## config.mk

```make
export PLATFORM = sky130hd
export DESIGN_NAME = config_tx
export DESIGN_NICKNAME = d
export VERILOG_FILES = /design/src/rtl/config_tx.sv
export SDC_FILE = /design/constraint.sdc
export NUM_CORES = 1
export LEC_CHECK = 0
export CAP_MARGIN = 0
export CORE_AREA = 3 3 84 86
export DETAILED_ROUTE_END_ITERATION = 10
export DIE_AREA = 0 0 87 89
export GPL_ROUTABILITY_DRIVEN = 0
export GPL_TIMING_DRIVEN = 1
export PLACE_DENSITY = 0.61
export SLEW_MARGIN = 10
export SYNTH_ARGS = -nofsm -noshare
export SYNTH_HDL_FRONTEND = slang
export SYNTH_SLANG_ARGS = --single-unit
```

## constraint.sdc

```tcl
create_clock -name CLOCK -period 2.1 [get_ports CLOCK]
set_input_delay 0.525 -clock CLOCK [delete_from_list [all_inputs] [get_ports CLOCK]]
set_output_delay 0.525 -clock CLOCK [all_outputs]
set_load 0.01 [all_outputs]
```

## src/rtl/config_tx.sv

```systemverilog
// NanEye configuration transmitter: serialises one config word MSB-first on TX_DAT/TX_CLK.
// Optional pre-transfer line delay is enabled with CONFIG_TX_LINE_DELAY_EN.
module config_tx #(
    parameter int CLOCK_PERIOD_PS = 20833,
    parameter int BIT_PERIOD_NS   = 400,
    parameter int C_NO_CFG_BITS   = 24
) (
    input  logic                     CLOCK,
    input  logic                     RESET,
    input  logic                     START,
    input  logic [15:0]              LINE_PERIOD,
    input  logic [C_NO_CFG_BITS-1:0] INPUT,
    output logic                     TX_END,
    output logic                     TX_DAT,
    output logic                     TX_CLK,
    output logic                     TX_OE
);

    localparam int BIT_RAW    = (BIT_PERIOD_NS * 1000) / CLOCK_PERIOD_PS;
    localparam int BIT_CYCLES = (BIT_RAW < 2) ? 2 : BIT_RAW;
    localparam int LO_CYCLES  = BIT_CYCLES / 2;
    localparam int PW         = $clog2(BIT_CYCLES + 1);
    localparam int BW         = $clog2(C_NO_CFG_BITS + 1);

    localparam logic [PW-1:0] PH_LAST  = PW'(BIT_CYCLES - 1);
    localparam logic [PW-1:0] PH_LO    = PW'(LO_CYCLES);
    localparam logic [BW-1:0] BIT_LAST = BW'(C_NO_CFG_BITS - 1);

    typedef enum logic [1:0] {
        IDLE  = 2'd0,
`ifdef CONFIG_TX_LINE_DELAY_EN
        WAIT  = 2'd1,
`endif
        SHIFT = 2'd2,
        DONE  = 2'd3
    } state_t;

    state_t                   state;
    state_t                   state_n;
    logic                     start_q;
    logic                     armed;
    logic                     req;
    logic                     accept;
    logic                     bit_end;
    logic [C_NO_CFG_BITS-1:0] shreg;
    logic [PW-1:0]            phase;
    logic [BW-1:0]            bit_cnt;

`ifdef CONFIG_TX_LINE_DELAY_EN
    logic [15:0]              delay;
`else
    logic                     unused_line_period;
    assign unused_line_period = ^LINE_PERIOD;
`endif

    // armed blocks a START that was already high when reset was released
    assign req = START & ~start_q & armed;

    always_comb begin
        state_n = state;
        accept  = 1'b0;
        bit_end = 1'b0;
        TX_END  = 1'b0;
        TX_DAT  = 1'b0;
        TX_CLK  = 1'b0;
        TX_OE   = 1'b0;
        unique case (state)
            IDLE: begin
                if (req) begin
                    accept  = 1'b1;
`ifdef CONFIG_TX_LINE_DELAY_EN
                    state_n = (LINE_PERIOD == 16'd0) ? SHIFT : WAIT;
`else
                    state_n = SHIFT;
`endif
                end
            end
`ifdef CONFIG_TX_LINE_DELAY_EN
            WAIT: begin
                if (delay == 16'd1) begin
                    state_n = SHIFT;
                end
            end
`endif
            SHIFT: begin
                TX_OE  = 1'b1;
                TX_DAT = shreg[C_NO_CFG_BITS-1];
                TX_CLK = (phase >= PH_LO);
                if (phase == PH_LAST) begin
                    bit_end = 1'b1;
                    if (bit_cnt == BIT_LAST) begin
                        state_n = DONE;
                    end
                end
            end
            DONE: begin
                TX_END  = 1'b1;
                state_n = IDLE;
            end
            default: begin
                state_n = IDLE;
            end
        endcase
    end

    always_ff @(posedge CLOCK) begin
        if (RESET) begin
            state   <= IDLE;
            start_q <= 1'b0;
            armed   <= ~START;
        end else begin
            state   <= state_n;
            start_q <= START;
            armed   <= armed | ~START;
        end
    end

    always_ff @(posedge CLOCK) begin
        if (RESET) begin
            shreg   <= '0;
            phase   <= '0;
            bit_cnt <= '0;
        end else if (accept) begin
            shreg   <= INPUT;
            phase   <= '0;
            bit_cnt <= '0;
        end else if (state == SHIFT) begin
            if (bit_end) begin
                phase   <= '0;
                shreg   <= {shreg[C_NO_CFG_BITS-2:0], 1'b0};
                bit_cnt <= bit_cnt + 1'b1;
            end else begin
                phase   <= phase + 1'b1;
            end
        end
    end

`ifdef CONFIG_TX_LINE_DELAY_EN
    always_ff @(posedge CLOCK) begin
        if (RESET) begin
            delay <= '0;
        end else if (accept) begin
            delay <= LINE_PERIOD;
        end else if (state == WAIT) begin
            delay <= delay - 16'd1;
        end
    end
`endif

endmodule

```

## After elaboration in Yosys (flattened, before gate mapping)

Index checks and enable logic that the tools add are counted.

- Bitwise logic cells: 5
- Equal/unequal tests: 7
- Muxes and demuxes: 17
- Add/subtract/negate cells: 2
- Reduce and logical (&&, ||, !) cells: 7
- Order comparisons: 1

Operator list:

| kind | number |
|---|---|
| two-way mux 24 bit | 3 |
| adder 5 x 1 -> 5 bit, second input constant | 2 |
| equality test 5 bit, second input constant | 2 |
| two-way mux 1 bit | 9 |
| two-way mux 2 bit | 3 |
| != test 2 bit, second input constant | 3 |
| >= comparator 5 x 4 -> 1 bit, second input constant | 1 |
| two-way mux 5 bit | 1 |
| equality test 2 bit, second input constant | 2 |
| case mux 2 bit (2 select lines) | 1 |
| AND reduction 2 bit | 2 |
| nonzero test 2 bit | 2 |
| AND reduction 3 bit | 1 |
| AND 1 bit | 2 |
| logical NOT 2 bit | 1 |
| NOT 1 bit | 2 |
| OR reduction 2 bit | 1 |
| OR 1 bit | 1 |

- Bits of input ports: 43
- Register bits: 38

## Logic depth before layout (Yosys ltp)

Gate-level depths: netlist (run 1).

- Word-level depth: 7
- Gate-level depth with buffers: 7
- Gate-level depth less buffers: 5

## Worst setup path after synthesis (run 1)

OpenSTA, ideal clock, no wires.

- Path kind: reg-to-output
- Start point: register phase[1]
- End point: output port TX_CLK
- Cell stages (with the launch flop): 6
- Path buffers: 0
- Path slack: 0.392 ns
- Arrival: 1.183 ns
- Required time: 1.575 ns
- Cells stage by stage: dfxtp_1 inv_1 ha_1 or4_1 a21oi_1 nor2_1

- Longest elaborated chain between the ends: 2

RTL lines:

| element | RTL line | RTL |
|---|---|---|
| start: declaration | 46 | `logic [PW-1:0] phase;` |
| start signal: assignment | 133 | `phase <= phase + 1'b1;` |
| >= comparator 5 x 4 -> 1 bit | 88 | `TX_CLK = (phase >= PH_LO);` |
| two-way mux 1 bit | 67 | `unique case (state)` |
| end: declaration | 15 | `output logic TX_CLK,` |

No other way between the ends.

## Worst setup path after layout (run 1)

Same ends and word-level chain as after synthesis.

==> metrics.csv, run 1 <==
metric;value;unit
status;finished, final reports clean;
utilization;0.385;
vdd_ir_drop_max;0.311;mV
dr.pass1.iters;4;
clock-skew-final;0.00803;ns
ys_top_cells_by_area;dfxtp_1 40%, a311oi_1 9.6%, nand3_1 7.0%, nor3_1 6.3%, o21ai_0 6.3%;
hold_violations;0;
vias_per_cell;5.52;
io_pins;47;
design_area;2440;um2
cp.required;1.57;ns
ys.flop_type;dfxtp_1;
synthArstFlopShare;0;
yosysSeqAreaShare;0.397;
synth_cells;224;
cts_tree;done;
vias;1848;
grt_pass1_wl;8.27;mm
synth_top_area_cell;dfxtp_1;
synth_top_family_by_area;compound AO/OA/AOI/OAI gates;
die-area;7740;um2
min_period;2.04;ns
num_rows;29;
synthAdderAreaFrac;0.0261;
worst_ep_arrival_time;1.52;ns
r2r-start;phase[1];
syn2layout_area_growth;27.5;%
wl;4.82;mm
p_per_area;636;nW/um2
netSwitchingPower;405;uW
setup_violations;0;
worstHoldStart;armed;
cts-htree-levels;2;
num-fill-cells;647;
cts_buffer_depth;2;
syn-mean-instance-area;8.56;um2
maxCapViolCount;0;
pwr-share-seq;0.504;
yosysWarnings;0;
cp_max_fo;3;
die_h;89;um
grt_max_degree;30;
grt-ovfl-total;0;
yosys.area.top_type_share;0.397;
worstSetupStartpoint;phase[1];
cts_sinks;38;
antenna_found_initial;0;
drtAntennaViolNets;0;
drive_above_1_share;0.132;
p_clk_frac;0.338;
dieWidth;87;um
drc_errors;0;
synth_cell_type_count;36;
cp-start-kind;flip-flop;
ctsHoldBuffers;0;
grt_usage;0.134;
swShare;0.261;
core;6350;um2
synth-compound-area-share;0.239;
combPwrFrac;0.158;
numCtsBuffers;5;
syn_nets;271;
wl_per_cell;14.4;um
drt-initial-drc-count;114;
clk_pin_slew;0.08;ns
io_buffers;30;
grt_pass1_vias;1760;
placed_area;2330;um2
diodes;0;
dpl.hpwl;3.15;mm
synth.area.mux_share;0.00522;
start_util;0.302;
synth-xor-area-share;0.00457;
tightest_slew;0.511;ns
slew_violations;0;
post-place-ws;-0.0584;ns
internal_power;1.15;mW
setup_slack;0.0578;ns
synth_edf_count;0;
period_share;0.972;
criticalPathCategory;reg2out;
synthSimpleGateAreaFrac;0.231;
end_kind;output port;
ys_seq_elements;38;
p_leak;0.806;nW
fmax;490;MHz
insertion_delay;0.29;ns
hold_path_class;reg2reg;
fin_nets;304;
clock-root-buffer;clkbuf_8;
relSlewSlack;0.660;
synth_area;1920;um2
grt_setup_unrepaired;no;
-- through the flow --
stage               hold slack, ns  instances  power (mW)  TNS [ns]
floorplan                    0.439        224       0.942         0
finish                       0.465        335        1.55         0
global route                 0.521        335        1.64         0
global placement             0.456        325        1.04   -0.0640
CTS                          0.473        334        1.57         0
detailed placement           0.461        325        1.04   -0.0584
-- synth_stat cells, types with 4 or more instances --
cell	count
dfxtp_1	38
nand3_1	27
nor3_1	24
o21ai_0	24
a311oi_1	21
a21oi_1	9
buf_2	9
buf_6	6
clkbuf_1	6
inv_1	6
o21ai_1	6
nand2_1	5
ha_1	4
or3_1	4
-- metal layers --
| metal | GRT usage | part of all wire | up-vias |
|---|---|---|---|
| li1 | - | - | 907 |
| met1 | 0.178 | 0.47 | 883 |
| met3 | 0.0276 | 0.056 | 8 |
| met5 | 0 | 0 | - |
| met2 | 0.210 | 0.46 | 50 |
| met4 | 0.0567 | 0.016 | 0 |
-- state kept, by name, indices dropped and copies added (netlist names) --
signal and flops:
armed 1, shreg 24, state 2, start_q 1
bit_cnt 5, phase 5
-- cells in the final DEF, fill, tap and decap left out, types with 2 or more instances in the layout --
cell              n
dfxtp_1          37
buf_4            18
nand3_1          27
buf_12            3
or2_1             2
o31ai_1           2
or3_1             4
a21oi_1           9
a311oi_1         21
clkdlybuf4s50_1  28
a311oi_2          2
nand3b_1          3
nor4b_1           2
ha_1              4
o21ai_1           6
inv_1             6
clkbuf_8          6
nor2_1            3
and2_1            2
o21ai_0          24
or4_1             3
nand2_1           5
nor3_1           24
-- logic make-up (layout without fill, tap and decap cells) --
group,Yosys count,in the layout
simple gates,80,80
xor+xnor,1,1
flops,38,38
compound gates,68,68
fa+ha+maj,4,4
buf+inv,32,66
mux,1,1
-- what timing repair did --
action                     in CTS  in global routing
setup buffers                   1                  1
pin swaps                       1                  0
setup endpoints to repair       3                  1
resized for setup               9                  0
-- cell type report --
type,count,area (um2),area share
Tap cell,77,96.3,0.0394
Sequential cell,38,762,0.312
Clock buffer,7,86.3,0.0353
Multi-Input combinational cell,154,977,0.400
Inverter,7,28.8,0.0118
Clock inverter,1,5.00,0.00205
Timing Repair Buffer,51,489,0.200
-- worst paths after layout --
path | end | slack [ns] | depth (start not counted)
worst max-delay path | TX_CLK | 0.06 | 6
worst min register to register | armed | 0.47 | 2
worst max register to register | bit_cnt[2] | 0.29 | 8
worst min-delay path | armed | 0.47 | 2
-- critical path, cell delays in order, from the launching register on --
cell and delay [ns]:
dfxtp_2 0.34, inv_1 0.04, ha_1 0.15, or4_1 0.39, a21oi_1 0.13, nor2_1 0.05, buf_2 0.13
-- power by group through the flow --
stage	registers, mW	clock network (mW)	logic [mW]
floorplan	0.796	0	0.147
global placement	0.799	0	0.239
detailed placement	0.798	0	0.243
CTS	0.784	0.543	0.246
global route	0.789	0.577	0.271
finish	0.784	0.525	0.246
No activity file was read; power rests on OpenSTA's default activity.
==> inputs of run 2 (changes only) <==
--- a/config.mk
+++ b/config.mk
@@ -10,8 +10,8 @@
 export DETAILED_ROUTE_END_ITERATION = 10
 export DIE_AREA = 0 0 87 89
 export GPL_ROUTABILITY_DRIVEN = 0
-export GPL_TIMING_DRIVEN = 1
-export PLACE_DENSITY = 0.61
+export GPL_TIMING_DRIVEN = 0
+export PLACE_DENSITY = 0.52
 export SLEW_MARGIN = 10
 export SYNTH_ARGS = -nofsm -noshare
 export SYNTH_HDL_FRONTEND = slang
==> metrics.csv, run 2 (same netlist as run 1, synthesis figures left out) <==
metric;value;unit;change
wl;5.23;mm;+8.5%
final_cell_mix;36 x dfxtp_1, 27 x nand3_1, 27 x clkdlybuf4s50_1, 24 x o21ai_0, 24 x nor3_1;;
grt_setup_unrepaired;yes;;
grt_max_degree;13;;-57%
relSlewSlack;0.646;;-0.0139
drt-initial-drc-count;100;;-12%
vias_per_cell;5.43;;-1.5%
dp_cells;331;;+1.8%
ctsHoldBuffers;0;;unchanged
die_h;89;um;unchanged
whs;0.475;ns;+0.00996 ns
crit_buf_inv;2;;unchanged
clk_pin_slew;0.07;ns;about the same
cts_sinks;38;;unchanged
vdd_ir_drop_max;0.288;mV;-7.3%
cp-start-kind;flip-flop;;
hold_path_class;reg2reg;;
antenna_found_initial;0;;unchanged
worstSetupStartpoint;phase[1];;
start_util;0.302;;unchanged
drive_above_1_share;0.134;;+0.00180
reg.largest.list;shreg: 24 flops, bit_cnt: 5 flops, phase: 5 flops;;
io_buffers;30;;unchanged
finalNonFillerCells;339;;+1.2%
regMostFlops;shreg;;
r2r_cells;6;;-2
clock-skew-final;0.0108;ns;+0.00279 ns
p_per_area;733;nW/um2;+15%
cpLargestDelayFamily;simple AND/OR/NAND/NOR gates;;
hold_violations;0;;unchanged
setup_tns;0;ns;unchanged
crit_cells;6;;unchanged
crit_slowest_cell;or4_1;;
grt_usage;0.141;;+0.00775
dr.pass1.iters;4;;unchanged
setup_slack;0.0199;ns;-0.0379 ns
cts_tree;done;;
maxCapViolCount;0;;unchanged
cp_max_fo;5;;+2
cts-htree-levels;2;;unchanged
grt_pass1_wl;8.76;mm;+6.0%
die-area;7740;um2;unchanged
status;finished, final reports clean;;
grt_pass1_vias;1752;;-0.45%
setup_violations;0;;unchanged
worstHoldStart;armed;;
worstReg2RegEnd;shreg[13];;
io_pins;47;;unchanged
criticalPathCategory;reg2out;;
final_common_cell;dfxtp_1;;
core;6350;um2;unchanged
clock-root-buffer;clkbuf_8;;
period_share;0.991;;+0.0180
vias;1842;;-0.32%
dieWidth;87;um;unchanged
worst_ep_arrival_time;1.56;ns;+0.04 ns
insertion_delay;0.29;ns;about the same
cp.required;1.57;ns;about the same
slew_violations;0;;unchanged
path_cells;inv_2 -> ha_2 -> or4_1 -> a21oi_2 -> nor2_1 -> buf_2;;
r2r-start;phase[1];;
num_rows;29;;unchanged
end_kind;output port;;
drc_errors;0;;unchanged
syn2layout_area_growth;28.7;%;
numCtsBuffers;5;;unchanged
utilization;0.389;;+0.00374
diodes;0;;unchanged
p_leak;0.808;nW;+0.36%
crit_end;TX_CLK;;
post-place-ws;-0.125;ns;-0.0667 ns
largest_register_ffs;24;;unchanged
num-fill-cells;649;;+0.31%
min_period;2.08;ns;+0.0379 ns
wl_per_cell;15.4;um;+7.2%
cts_buffer_depth;2;;unchanged
slowest_delay;0.41;ns;+0.02 ns
dpl.hpwl;3.47;mm;+10%
r2r_slack;0.32;ns;+0.03 ns
grt-ovfl-total;0;;unchanged
drtAntennaViolNets;0;;unchanged
fmax;481;MHz;-1.8%
tightest_slew;0.531;ns;+0.0208 ns
fin_nets;308;;+1.3%
run 2: cell types whose count changed in the layout (fill, tap and decap cells not counted), sizes merged:
cell,previous run,this run
clkdlybuf4s50,28,27
clkbuf,7,12
clkinv,1,0
buf,22,20
bufinv,0,2
dlygate4sd2,1,2
run 2: worst min-delay path by stage:
stage / to / slack (ns) / depth (start not counted)
finish: armed / 0.48 / 2
global route: armed / 0.50 / 2
CTS: armed / 0.48 / 2
detailed placement: armed / 0.47 / 2
global placement: armed / 0.46 / 2
floorplan: state[1] / 0.44 / 1
run 2: area by class of cell:
class | count | area, um2 | share of cell area
Clock inverter | 2 | 60.1 | 0.0243
Tap cell | 77 | 96.3 | 0.0390
Clock buffer | 6 | 82.6 | 0.0335
Timing Repair Buffer | 31 | 300 | 0.122
Inverter | 7 | 31.3 | 0.0127
Multi-Input combinational cell | 154 | 976 | 0.395
Buffer | 24 | 156 | 0.0634
Sequential cell | 38 | 766 | 0.310
run 2: where the power goes:
group	total (mW)	internal, mW	switching, mW
registers	0.787	0.763	0.0239
logic	0.244	0.115	0.129
clock network	0.779	0.507	0.272
run 2: per-stage QoR:
step | power [mW] | area, um2
final | 1.81 | 2470
after global routing | 1.89 | 2470
after CTS | 1.83 | 2450
after detailed placement | 1.05 | 2310
after global placement | 1.04 | 2310
after floorplan | 0.942 | 1920
run 2: timing repair:
item | 4_1_cts | 5_1_grt
buffers inserted | 0 | 1
gates resized for setup | 10 | 4
setup endpoints to repair | 3 | 1
pin swaps | 1 | 0
run 2: metal layers:
layer / share of wire / vias up / track usage
met5: 0 / - / 0
met4: 0.011 / 0 / 0.0482
met3: 0.044 / 5 / 0.0203
met2: 0.44 / 39 / 0.206
met1: 0.51 / 879 / 0.211
li1: - / 919 / -
run 2: tightest hold or removal path, stage by stage (launching register included):
cell and delay [ns]:
dfxtp_1 0.31, inv_1 0.04, o21ai_0 0.07
==> inputs of run 3 (changes only) <==
--- a/config.mk
+++ b/config.mk
@@ -5,6 +5,7 @@
 export SDC_FILE = /design/constraint.sdc
 export NUM_CORES = 1
 export LEC_CHECK = 0
+export ABC_AREA = 1
 export CAP_MARGIN = 0
 export CORE_AREA = 3 3 84 86
 export DETAILED_ROUTE_END_ITERATION = 10
==> metrics.csv, run 3 <==
metric;value;unit;change
dr.pass1.iters;4;;unchanged
slew_violations;0;;unchanged
synth-compound-area-share;0.0303;;-0.208
die_h;89;um;unchanged
worst_ep_arrival_time;2.12;ns;+0.56 ns
antenna_found_initial;0;;unchanged
clock-root-buffer;clkbuf_8;;
io_pins;47;;unchanged
vias_per_cell;4.60;;-15%
ys.flop_type;dfxtp_1;;
insertion_delay;0.29;ns;about the same
final_cell_mix;121 x nand2_1, 54 x nand3_1, 35 x dfxtp_1, 28 x clkdlybuf4s50_1, 17 x inv_1;;
vdd_ir_drop_max;0.196;mV;-32%
synth_edf_count;0;;unchanged
synth_top_family_by_area;simple AND/OR/NAND/NOR gates;;
largest_register_ffs;24;;unchanged
tightest_slew;0.454;ns;-0.0773 ns
core;6350;um2;unchanged
min_period;1.94;ns;-0.144 ns
setup_slack;0.164;ns;+0.144 ns
dpl.hpwl;3.12;mm;-10%
synth_most_common_cell;nand2_1;;
reg.largest.list;shreg: 24 flops, bit_cnt: 5 flops, phase: 5 flops;;
synth.area.mux_share;0;;-0.00522
synth_top_area_cell;dfxtp_1;;
drc_errors;0;;unchanged
drt-initial-drc-count;106;;+6.0%
ys_top_cells_by_area;dfxtp_1 40%, nand2_1 24%, nand3_1 14%, inv_1 3.4%, a21oi_1 2.6%;;
wl;4.47;mm;-15%
diodes;0;;unchanged
num_rows;29;;unchanged
p_leak;1.11;nW;+37%
die-area;7740;um2;unchanged
synthAdderAreaFrac;0.0264;;+0.000293
synth_cells;286;;+28%
status;finished, final reports clean;;
yosys-top-cells-count;122 x nand2_1, 54 x nand3_1, 38 x dfxtp_1;;
ctsHoldBuffers;0;;unchanged
criticalPathCategory;in2reg;;
final_common_cell;nand2_1;;
synthArstFlopShare;0;;unchanged
grt_pass1_wl;7.58;mm;-13%
io_buffers;30;;unchanged
ys_seq_elements;38;;unchanged
r2r-start;phase[0];;
relSlewSlack;0.697;;+0.0516
synth_area;1900;um2;-1.1%
synth-xor-area-share;0.00923;;+0.00467
yosysWarnings;0;;unchanged
cts_resized;4;;-6
grt_setup_unrepaired;no;;
syn-mean-instance-area;6.63;um2;-23%
finalNonFillerCells;400;;+18%
dieWidth;87;um;unchanged
syn2layout_area_growth;25.3;%;
wl_per_cell;11.2;um;-28%
grt-ovfl-total;0;;unchanged
worstHoldStart;armed;;
cts_setup_buffers;0;;unchanged
r2r_cells;10;;+4
regMostFlops;shreg;;
p_per_area;610;nW/um2;-17%
fmax;516;MHz;+7.4%
cts_sinks;38;;unchanged
slowest_delay;0.50;ns;+0.09 ns
syn_nets;333;;+23%
vias;1840;;-0.11%
maxCapViolCount;0;;unchanged
cts-htree-levels;2;;unchanged
crit_slowest_cell;clkdlybuf4s50_1;;
drtAntennaViolNets;0;;unchanged
cts_tree;done;;
fin_nets;370;;+20%
start_util;0.299;;-0.00335
cts_buffer_depth;2;;unchanged
numCtsBuffers;5;;unchanged
period_share;0.922;;-0.0684
hold_path_class;reg2reg;;
utilization;0.374;;-0.0144
clock-skew-final;0.00382;ns;-0.00700 ns
worstHoldPathCells;2;;unchanged
clk_pin_slew;0.07;ns;about the same
drive_above_1_share;0.0836;;-0.0500
hold_violations;0;;unchanged
path_cells;clkdlybuf4s50_1 -> nand2_1 -> nor2_2 -> nand2_4 -> nand2_4 -> nor2_4 -> buf_2 -> nand2_1 -> nand2_1;;
crit_top_cell;nand2_1;;
synthSimpleGateAreaFrac;0.462;;+0.231
yosysSeqAreaShare;0.401;;+0.00445
synth_cell_type_count;22;;-39%
cp-start-kind;input port;;
end_kind;flip-flop;;
cp.required;2.28;ns;+0.71 ns
grt_max_degree;11;;-2
grt_usage;0.122;;-0.0193
num-fill-cells;683;;+5.2%
post-place-ws;-0.151;ns;-0.0259 ns
yosys.area.top_type_share;0.401;;+0.00445
setup_violations;0;;unchanged
dp_cells;393;;+19%
cp_max_fo;10;;+5
grt_pass1_vias;1672;;-4.6%
worstSetupStartpoint;START;;
setup_tns;0;ns;unchanged
==> run 3: area by class of cell <==
cell class	instances	area, um2	area share
Clock buffer	7	76.3	0.0321
Buffer	12	62.6	0.0263
Timing Repair Buffer	30	299	0.126
Tap cell	77	96.3	0.0405
Multi-Input combinational cell	217	1000	0.423
Inverter	19	71.3	0.0300
Sequential cell	38	767	0.323
==> run 3: path summary, 6_finish.rpt <==
| kind | slack, ns | end |
|---|---|---|
| setup reg to reg | 0.49 | shreg[18] |
| hold / removal | 0.45 | armed |
| setup / recovery | 0.16 | shreg[18] |
| hold reg to reg | 0.45 | armed |
==> run 3: metrics by stage <==
stage	hold WS [ns]	total power, mW	area, um2
2_1_floorplan	0.419	0.891	1900
3_3_place_gp	0.433	0.986	2290
3_5_place_dp	0.432	0.986	2290
4_1_cts	0.450	1.48	2370
5_1_grt	0.466	1.53	2380
6_report	0.451	1.45	2380
==> run 3: routing by layer <==
layer,share of wire,GRT usage,vias up
li1,-,-,982
met3,0.033,0.0313,2
met5,0,0,-
met1,0.50,0.166,829
met2,0.46,0.194,27
met4,0.0051,0.0297,0
==> run 3: where the power goes <==
group	switching [mW]	internal, mW
clock	0.255	0.229
sequential	0.0127	0.739
combinational	0.121	0.0939
total	0.388	1.06
==> run 3: logic make-up after synthesis <==
kind of cell / Yosys count
buffers and inverters: 31
AND/OR/NAND/NOR: 200
adder cells (fa/ha/maj): 4
AO/OA/AOI/OAI: 11
XOR/XNOR: 2
flip-flops: 38
==> run 3: worst max-delay path: cells and delay by family <==
family	cells	cell delay (ns)
buf+inv	2	0.70
simple gates	7	0.89
